**config.mk**
```make
export PLATFORM = sky130hd
export DESIGN_NAME = coef_packer
export DESIGN_NICKNAME = d
export VERILOG_FILES = /design/src/rtl/gat_pkg.sv /design/src/rtl/coef_packer.sv
export SDC_FILE = /design/constraint.sdc
export NUM_CORES = 1
export LEC_CHECK = 0
export BUFFER_PORTS_ARGS = -buffer_cell sky130_fd_sc_hd__buf_2
export CORE_AREA = 2 2 536 538
export DETAILED_ROUTE_END_ITERATION = 16
export DIE_AREA = 0 0 538 540
export PLACE_DENSITY_LB_ADDON = 0.12
export SLEW_MARGIN = 40
export SYNTH_ARGS = -nofsm -noshare
export SYNTH_HDL_FRONTEND = slang
export SYNTH_SLANG_ARGS = --single-unit
export TNS_END_PERCENT = 10
```
**constraint.sdc**
```tcl
create_clock -name clk -period 2.1 [get_ports clk]
set_input_delay 0.105 -clock clk [delete_from_list [all_inputs] [get_ports clk]]
set_output_delay 0.105 -clock clk [all_outputs]
set_load 0.05 [all_outputs]
```
**src/rtl/gat_pkg.sv**
```systemverilog
// Shared GAT pipeline constants and the coefficient-packer FSM state type.
package gat_pkg;

    localparam int unsigned DATA_WIDTH     = 8;
    localparam int unsigned MAX_NODES      = 168;
    localparam int unsigned NUM_NODE_WIDTH = $clog2(MAX_NODES);
    localparam int unsigned SOFTMAX_WIDTH  = MAX_NODES * DATA_WIDTH + NUM_NODE_WIDTH;

    typedef enum logic [1:0] {
        StIdle,
        StCollect,
        StEmit
    } coef_pack_state_t;

endpackage

```
**src/rtl/coef_packer.sv**
```systemverilog
// Drains the per-edge coefficient FIFO and packs each subgraph's coefficients,
// plus their sum and node count, into one word for the softmax stage.
module coef_packer #(
    parameter int unsigned DATA_WIDTH     = gat_pkg::DATA_WIDTH,
    parameter int unsigned MAX_NODES      = gat_pkg::MAX_NODES,
    parameter int unsigned NUM_NODE_WIDTH = $clog2(MAX_NODES),
    parameter int unsigned SOFTMAX_WIDTH  = MAX_NODES * DATA_WIDTH + NUM_NODE_WIDTH,
    parameter int unsigned SUM_WIDTH      = DATA_WIDTH + NUM_NODE_WIDTH
) (
    input  logic                      clk,
    input  logic                      rst,
    input  logic [DATA_WIDTH-1:0]     coef_ff_dout,
    input  logic                      coef_ff_empty,
    output logic                      coef_ff_rd_vld,
    input  logic [NUM_NODE_WIDTH-1:0] num_node_ff_dout,
    input  logic                      num_node_ff_empty,
    output logic                      num_node_ff_rd_vld,
    output logic [SOFTMAX_WIDTH-1:0]  sm_data_o,
    output logic [SUM_WIDTH-1:0]      sm_sum_o,
    output logic                      sm_vld_o,
    input  logic                      sm_rdy_i,
    output logic                      ovf_err_o
);

    import gat_pkg::*;

    coef_pack_state_t state_q, state_d;

    logic [NUM_NODE_WIDTH-1:0] n_q;
    logic [NUM_NODE_WIDTH-1:0] idx_q;
    logic [NUM_NODE_WIDTH-1:0] n_clamped;
    logic [SUM_WIDTH-1:0]      sum_q;
    logic [DATA_WIDTH-1:0]     slot_q [MAX_NODES];
    logic                      ovf_q;
    logic                      raw_over;
    logic                      last_coef;
    logic                      nn_pop;
    logic                      coef_pop;

    // Counts above MAX_NODES are clamped; the excess coefficients stay queued.
    always_comb begin
        raw_over  = 32'(num_node_ff_dout) > MAX_NODES;
        n_clamped = raw_over ? NUM_NODE_WIDTH'(MAX_NODES) : num_node_ff_dout;
        last_coef = (idx_q == n_q - NUM_NODE_WIDTH'(1));
    end

    // State register
    always_ff @(posedge clk) begin
        if (rst) begin
            state_q <= StIdle;
        end else begin
            state_q <= state_d;
        end
    end

    // Next-state logic
    always_comb begin
        state_d = state_q;
        unique case (state_q)
            StIdle: begin
                if (nn_pop) begin
                    state_d = (n_clamped == '0) ? StEmit : StCollect;
                end
            end
            StCollect: begin
                if (coef_pop && last_coef) begin
                    state_d = StEmit;
                end
            end
            StEmit: begin
                if (sm_rdy_i) begin
                    state_d = StIdle;
                end
            end
            default: state_d = StIdle;
        endcase
    end

    // Outputs; pops are suppressed in a reset cycle.
    always_comb begin
        num_node_ff_rd_vld = (state_q == StIdle) && !num_node_ff_empty && !rst;
        coef_ff_rd_vld     = (state_q == StCollect) && !coef_ff_empty && !rst;
        sm_vld_o           = (state_q == StEmit);
        nn_pop             = num_node_ff_rd_vld;
        coef_pop           = coef_ff_rd_vld;
    end

    always_ff @(posedge clk) begin
        if (rst) begin
            n_q   <= '0;
            idx_q <= '0;
            sum_q <= '0;
            ovf_q <= 1'b0;
        end else if (nn_pop) begin
            n_q   <= n_clamped;
            idx_q <= '0;
            sum_q <= '0;
            if (raw_over) begin
                ovf_q <= 1'b1;
            end
        end else if (coef_pop) begin
            idx_q <= idx_q + NUM_NODE_WIDTH'(1);
            sum_q <= sum_q + SUM_WIDTH'(coef_ff_dout);
        end
    end

    // Slot buffer: cleared at the start of every subgraph so slots >= n read as zero.
    always_ff @(posedge clk) begin
        if (rst || nn_pop) begin
            for (int unsigned k = 0; k < MAX_NODES; k++) begin
                slot_q[k] <= '0;
            end
        end else if (coef_pop) begin
            for (int unsigned k = 0; k < MAX_NODES; k++) begin
                if (idx_q == NUM_NODE_WIDTH'(k)) begin
                    slot_q[k] <= coef_ff_dout;
                end
            end
        end
    end

    always_comb begin
        sm_data_o = '0;
        sm_data_o[NUM_NODE_WIDTH-1:0] = n_q;
        for (int unsigned k = 0; k < MAX_NODES; k++) begin
            sm_data_o[NUM_NODE_WIDTH + k * DATA_WIDTH +: DATA_WIDTH] = slot_q[k];
        end
    end

    assign sm_sum_o  = sum_q;
    assign ovf_err_o = ovf_q;

endmodule

```
* Word-level counts from Yosys, hierarchy flattened
Memory sizes are Yosys's and may differ from the RTL's.
Cells that the tools add are included.
** Word-level totals
- Flip-flop bits (word level) :: 35
- Bits in writable memories :: 1344
- Bits of input ports :: 21
- Memories kept :: 1
** Memories
- slot_q :: depth 168, bits a word 8, read ports 168, clocked after memory_dff 0, write ports 168, line coef_packer.sv:33 : logic [DATA_WIDTH-1:0] slot_q [MAX_NODES];
** Cells by class
- $add $sub $neg :: 3
- Order comparisons :: 1
- Eq/ne operators :: 173
- Multiplexer cells :: 848
- Bitwise gates (word level) :: 168
- Reduce and logical (&&, ||, !) cells :: 15
** Operator list (count)
- $mux W8 :: 169
- $mux W1 :: 674
- $eq A8 B7 Y1 const B :: 64
- $eq A8 B8 Y1 const B :: 40
- $eq A8 B6 Y1 const B :: 32
- $or A1 B1 Y1 :: 168
- $eq A8 B5 Y1 const B :: 16
- $eq A8 B4 Y1 const B :: 8
- $eq A8 B3 Y1 const B :: 4
- $add A16 B8 Y16 :: 1
- $eq A8 B2 Y1 const B :: 2
- $logic_not A8 Y1 :: 2
- $add A8 B1 Y8 const B :: 1
- $eq A8 B1 Y1 const B :: 1
- $eq A8 B8 Y1 :: 1
- $gt A8 B8 Y1 const B :: 1
- $mux W2 :: 4
- $sub A8 B1 Y8 const B :: 1
- $pmux W2 S3 :: 1
- $logic_and A1 B1 Y1 :: 5
- $ne A2 B2 Y1 const B :: 2
- $logic_not A1 Y1 :: 3
- $reduce_and A3 Y1 :: 1
- $eq A2 B1 Y1 const B :: 1
- other kinds (6) :: 6

* Logic depth before layout (Yosys ltp)
Gate-level depths: netlist of run 1.
- Depth after elaboration :: 7
- Gate-level depth with buffers :: 8

* Worst setup path after synthesis of run 1
Ideal clock, no wire load.
- Kind :: flip-flop to flip-flop
- Start :: register state_q[1]
- End :: memory slot_q[140][4] (netlist: slot_q[2][100]), enable pin
- Setup time :: 0.384 ns
- Arrival :: 2.042 ns
- Setup slack :: -0.326 ns
- Stages on the path, launching flop included :: 6
- Buffers on the path :: 2
- Cells stage by stage :: dfxtp_1 -> nor4b_4 -> buf_6 -> buf_2 -> nand2_1 -> o21ai_0
** RTL lines
- from (decl) :: line coef_packer.sv:27 : coef_pack_state_t state_q, state_d;
- from (signal assigned) :: line coef_packer.sv:50 : state_q <= StIdle;
- from (signal assigned) :: line coef_packer.sv:52 : state_q <= state_d;
- to (decl) :: line coef_packer.sv:33

==> results of run 1 <==
[how the worst max path moves through the flow]
stage	startpoint	end	slack, ns	depth (start not counted)
global route	idx_q[4]	slot_q[0][126]	-0.04	7
CTS	state_q[0]	coef_ff_rd_vld	-0.12	3
finish	state_q[1]	slot_q[2][118]	0.08	8
detailed placement	idx_q[3]	slot_q[2][152]	-0.55	6
floorplan	idx_q[3]	slot_q[2][240]	-0.15	6
global placement	idx_q[3]	slot_q[2][158]	-0.50	6
[synthesized netlist by cell type, drive strengths merged, types with 2 or more instances]
cell / count
nor3: 11
nand4: 5
buf: 127
and2: 5
and3: 4
a21o: 2
ha: 13
nand2: 299
mux2i: 5
or2: 3
o31a: 2
edfxtp: 1344
nor3b: 2
dfxtp: 35
nor2b: 6
o211ai: 5
a22oi: 2
a21oi: 15
a211oi: 4
o21a: 2
xor2: 13
o31ai: 3
xnor2: 9
nand2b: 5
o21ai: 57
a31oi: 2
nand3: 9
and4: 2
inv: 23
or3: 3
o21bai: 3
nor2: 1088
a22o: 4
clkbuf: 39
nor4: 8
[per-stage QoR]
step / instance area, µm² / hold WS (ns) / setup TNS [ns]
final: 71980 / 0.08027 / 0
after global routing: 71970 / 0.02991 / -1.083
after CTS: 71760 / 0.01080 / -0.7493
after detailed placement: 65790 / 0.3579 / -265.75
after global placement: 65790 / 0.3588 / -266.95
after floorplan: 48760 / 0.2305 / -22.14
[per-layer routing]
layer	share of wire, %	up-vias	GRT usage (%)
met1	39	17220	18.82
met2	47	1354	27.31
li1	-	15160	-
met4	3.6	8	5.397
met3	10	306	7.066
met5	0.023	-	0
[cells by family (layout without fill, tap and decap cells)]
family	after synthesis	after routing	share of synthesized area [%]
simple gates	1454	1454	11.82
flops	1379	1379	84.21
buf+inv	189	2335	1.791
compound gates	106	106	1.306
xor+xnor	22	22	0.3952
fa+ha+maj	14	14	0.3747
mux	5	5	0.1027
other cells	0	4	0
[worst max-delay path, stage by stage (launching register included)]
cell,delay [ns]
dfxtp_2,0.37
nor3_2,0.06
buf_4,0.15
nor2_4,0.19
buf_4,0.33
nand2_4,0.11
buf_12,0.16
inv_1,0.19
buf_12,0.21
[registers in the layout, summed over array words and instances, names as in the netlist]
name	count
ovf_err_o	1
state_q	2
sm_sum_o	16
slot_q	1344
n_q	8
idx_q	8
[power groups by stage]
stage | combinational, mW | clock [mW] | sequential [mW]
after global routing | 11.4 | 31.8 | 32.6
after global placement | 11.2 | 0 | 33.0
after detailed placement | 11.1 | 0 | 33.0
final | 11.0 | 29.8 | 32.4
after CTS | 11.2 | 30.9 | 32.5
after floorplan | 1.08 | 0 | 38.5
[cell usage in the layout (no fill, tap or decap), types with 5 or more instances in the layout]
master,count
nor4_4,5
edfxtp_1,1344
buf_4,438
clkinv_1,33
o211ai_1,5
dfxtp_1,28
clkinv_2,28
dlygate4sd3_1,25
clkbuf_16,174
bufinv_16,18
mux2i_1,5
buf_6,14
buf_2,1389
nand3_1,7
nand2_4,8
a21oi_1,15
clkinvlp_4,5
nor2_2,6
o21ai_1,17
nand2_1,248
ha_1,11
inv_1,22
xnor2_1,9
dfxtp_2,6
nand2_2,43
nor2_1,1081
buf_12,138
o21ai_0,40
clkbuf_1,33
xor2_1,13
nor3_1,6
[what timing repair did]
item | 4_1_cts | 5_1_grt
pin swaps | 3 | 5
resized for setup | 44 | 35
endpoints found under the setup margin | 2004 | 684
cloned | 0 | 1
endpoints found under the hold margin | 292 | 0
setup buffers | 1 | 9
hold buffers | 25 | 0
[area by class of cell]
cell class              instances  area [µm²]
clock inverters                99        1071
inverters                      23       86.33
repair buffers               2007       13470
fillers                     30120      212500
flip-flops and latches       1379       41070
well taps                    3762        4707
multi-input cells            1601        7117
clock buffers                 206        4453
diodes                          4       10.01
==> results_dict.tcl, run 1 <==
set metrics [dict create \
    dieHeight_um 540 \
    synth_ff_type "edfxtp_1" \
    row_count 196 \
    fmax_ghz 0.4942 \
    utilization_pct 25.30 \
    synth_top_area_share_pct 82.78 \
    path_clk_slew_ns 0.06 \
    pin_count 1393 \
    first_global_vias 34790 \
    syn_inst 3169 \
    drv_cap 0 \
    syn_nets 3204 \
    overflow 0 \
    io_buffers 1392 \
    antenna_found_initial 13 \
    grt_usage_pct 16.42 \
    ir_worst_vdd_mv 0.6153 \
    finClkSkew_ns 0.04148 \
    start_util_pct 17.14 \
    reg2regPathDepth 8 \
    drt_iter0_drc 2237 \
    postRouteAntennaNets 0 \
    htreeDepth 4 \
    startpoint_type "register" \
    grt_max_degree 39 \
    syn_to_final_growth_pct 47.64 \
    dp_hpwl_um 188200 \
    die_w_um 538 \
    rsz0062_at_grt "yes" \
    die_area_um2 290500 \
    dpl.cell_count 8736 \
    p_total_mw 73.27 \
    powerDensity_nw_per_um2 1018 \
    preCtsSetupSlack_ns -0.5511 \
    r2r_slack_ns 0.08 \
    worstPathArrival_ns 2.69 \
    crit-reg2reg-capture "slot_q[2][118]" \
    core_area_um2 284500 \
    synth_area_um2 48760 \
    yosysTopAreaCell "edfxtp_1" \
    hold_path.startpoint "num_node_ff_dout[0]" \
    synth_edf_count 1344 \
    clkPwrFrac_pct 40.7 \
    synthTopCellsByArea "edfxtp_1, nor2_1, nand2_1, dfxtp_1, buf_2" \
    avgSynthCellArea_um2 15.39 \
    maxSlewViolCount 0 \
    power_leakage_nw 29.84 \
    synthArstFlopShare_pct 0 \
    finalHoldViolCount 0 \
    fin_nets 5218 \
    maxSlewHeadroom_pct 63.41 \
    wire_per_inst_um 27.28 \
    hold_depth 3 \
    cts_buffers 171 \
    fin_cells 9081 \
    final-setup-viol-count 0 \
    fin_crit_ns 2.024 \
    required_ns 2.77 \
    holdPathEnd "n_q[0]" \
    path_max_fanout 22 \
    clock_path_buffers 4 \
    synth.yosys.seq_area_share_pct 84.21 \
    finalCritPeriodShare_pct 96.36 \
    cts-root-buf "clkbuf_16" \
    layout-drive-gt1-share_pct 43.71 \
    p_sw_mw 21.94 \
    yosysWarnings 0 \
    first_pass_iters 5 \
    tightest_slew_ns 0.5527 \
    num_vias 34050 \
    setup.worst_path.end_class "register" \
    critical_path_class "register to register" \
    switching_share_pct 29.94 \
    cts_tree "done" \
    worst_slack_ns 0.07638 \
    finalWirelength_um 247700 \
    routabilityCongestion 0.7957 \
    hp-class "primary input to register" \
    combPwrFrac_pct 15.0 \
    status "complete, no violations" \
    grt_first_pass_wirelength_um 324700 \
    timing.rr.start "state_q[1]" \
    drc 0 \
    synth_cell_types 53 \
    synth-seq-cells 1379 \
    clock_sinks 1379 \
    p_seq_share_pct 44.3 \
    intPower_mw 51.33 \
    insertion_delay_ns 0.86 \
    routed_via_density 3.749 \
]
(Power assumes the default switching activity.)
==> run 2, diff against run 1 <==
--- a/config.mk
+++ b/config.mk
@@ -6,9 +6,9 @@
 export NUM_CORES = 1
 export LEC_CHECK = 0
 export BUFFER_PORTS_ARGS = -buffer_cell sky130_fd_sc_hd__buf_2
-export CORE_AREA = 2 2 536 538
+export CORE_AREA = 2 2 545 547
 export DETAILED_ROUTE_END_ITERATION = 16
-export DIE_AREA = 0 0 538 540
+export DIE_AREA = 0 0 547 549
 export PLACE_DENSITY_LB_ADDON = 0.12
 export SLEW_MARGIN = 40
 export SYNTH_ARGS = -nofsm -noshare
==> run 2 against run 1 <==
Maximum frequency about the same. Non-clock buffer count decreased by 38. Count of clock-buffer cells in the layout is 1 lower. Total power decreased by 2.0%. Critical endpoint is now slot_q[1][473].
==> results_dict.tcl, run 2 (synthesis results as in run 1) <==
set metrics [dict create \
    grt_max_degree 39 \
    drc 0 \
    drt_iter0_drc 2250 \
    insertion_delay_ns 0.85 \
    io_buffers 1392 \
    cts-root-buf "clkbuf_16" \
    maxSlewHeadroom_pct 69.05 \
    fmax_ghz 0.4944 \
    path_clk_slew_ns 0.06 \
    layout-drive-gt1-share_pct 43.07 \
    finalCritPeriodShare_pct 96.32 \
    powerDensity_nw_per_um2 997.8 \
    rsz0062_at_grt "yes" \
    setup.worst_path.end_class "register" \
    slowest_delay_ns 0.36 \
    crit_buf_inv 3 \
    finalWirelength_um 246700 \
    cts_tree "done" \
    largest_register_ff_count 1344 \
    cp_slowest_cell "dfxtp_2" \
    first_pass_iters 5 \
    grt_usage_pct 15.82 \
    startpoint_type "register" \
    p_seq_share_pct 45.1 \
    first_global_vias 34490 \
    utilization_pct 24.39 \
    final-setup-viol-count 0 \
    path_cells "nor4b_4 -> buf_6 -> and2_4 -> buf_12 -> nand2_1 -> nand2_1 -> buf_4" \
    intPower_mw 49.90 \
    fin_cells 9220 \
    routed_via_density 3.665 \
    clock_sinks 1379 \
    dp_hpwl_um 186900 \
    ir_worst_vdd_mv 0.5421 \
    tightest_slew_ns 0.4600 \
    dpl.cell_count 8877 \
    power_leakage_nw 29.74 \
    htreeDepth 4 \
    finClkSkew_ns 0.03435 \
    drv_cap 0 \
    pin_count 1393 \
    p_sw_mw 21.89 \
    critical_path_class "register to register" \
    worstPathArrival_ns 2.55 \
    antenna_found_initial 23 \
    start_util_pct 16.53 \
    num_vias 33790 \
    die_area_um2 300300 \
    final_common_cell "buf_2" \
    fin_crit_ns 2.023 \
    switching_share_pct 30.50 \
    regMostFlops "slot_q" \
    routabilityCongestion 0.7724 \
    path_max_fanout 18 \
    maxSlewViolCount 0 \
    clock_path_buffers 4 \
    fin_nets 5179 \
    clkPwrFrac_pct 39.3 \
    finalHoldViolCount 0 \
    wire_per_inst_um 26.76 \
    cp_common_cell "nand2_1" \
    die_w_um 547 \
    combPwrFrac_pct 15.5 \
    core_area_um2 295000 \
    hp-class "primary input to register" \
    overflow 0 \
    required_ns 2.63 \
    cp_top_family "simple AND/OR/NAND/NOR gates" \
    syn_to_final_growth_pct 47.57 \
    postRouteAntennaNets 0 \
    final_cell_mix "buf_2, edfxtp_1, nor2_1, buf_4, nand2_1" \
    grt_first_pass_wirelength_um 324800 \
    row_count 200 \
    cts_buffers 170 \
    status "complete, no violations" \
    dieHeight_um 549 \
]
run 2: cell count changes in the layout (fill, tap and decap cells not counted), sizes merged:
cell,before,now
buf,1981,1945
bufinv,18,7
clkbuf,207,206
clkinv,71,72
clkinvlp,5,4
diode,4,10
dlygate4sd3,25,23
inv,28,34
run 2: per-stage QoR:
step                      hold slack (ns)  power (mW)  cell area, µm²  TNS (ns)  setup slack [ns]
after floorplan                    0.2305       39.61           48760    -22.14           -0.1503
after CTS                         0.04410       72.99           71810  -0.02052          -0.02052
after global routing              0.07412       74.29           71930   -0.2668          -0.02451
final                              0.1314       71.79           71950         0           0.07720
after detailed placement           0.3681       44.22           66190    -75.11           -0.4081
after global placement             0.3670       44.26           66190    -77.66           -0.4253
run 2: timing repair:
action                                   CTS  global route
pin swaps                                  2             1
hold buffers                              23             0
endpoints found under the hold margin    260             0
cloned                                     1             1
gates resized for setup                   40            26
endpoints found under the setup margin  1335           280
buffers inserted                           8             2
run 2: layout make-up:
class | count | area, µm²
Fill cell | 31220 | 223100
Sequential cell | 1379 | 41070
Timing Repair Buffer | 1969 | 13620
Multi-Input combinational cell | 1601 | 7056
Tap cell | 3939 | 4928
Clock buffer | 205 | 4407
Clock inverter | 94 | 757.0
Inverter | 23 | 86.33
Antenna cell | 10 | 25.02
run 2: final timing paths:
kind                    end           startpoint  slack [ns]  depth (start not counted)
max          slot_q[1][473]           state_q[0]        0.08                          7
min                  n_q[1]  num_node_ff_dout[1]        0.13                          3
max reg2reg  slot_q[1][473]           state_q[0]        0.08                          7
min reg2reg    sm_sum_o[15]         sm_sum_o[15]        0.49                          2
run 2: power by group through the flow:
stage               sequential [mW]  clock (mW)  combinational, mW
floorplan                      38.5           0               1.08
global placement               33.0           0               11.3
detailed placement             33.0           0               11.3
CTS                            32.4        29.2               11.4
global route                   32.5        30.2               11.5
finish                         32.4        28.2               11.2
run 2: worst min-delay path, stage by stage:
cell           delay [ns]
dlygate4sd3_1        0.55
buf_2                0.15
a22o_1               0.12
run 2: layer usage:
metal / wire length [µm] / up-vias / GRT usage (%) / share of wire [%]
li1: - / 15110 / - / -
met1: 96380 / 17150 / 18.18 / 39
met2: 118300 / 1258 / 26.48 / 48
met3: 24880 / 264 / 6.979 / 10
met4: 7043 / 8 / 4.512 / 2.9
met5: 47 / - / 0 / 0.019
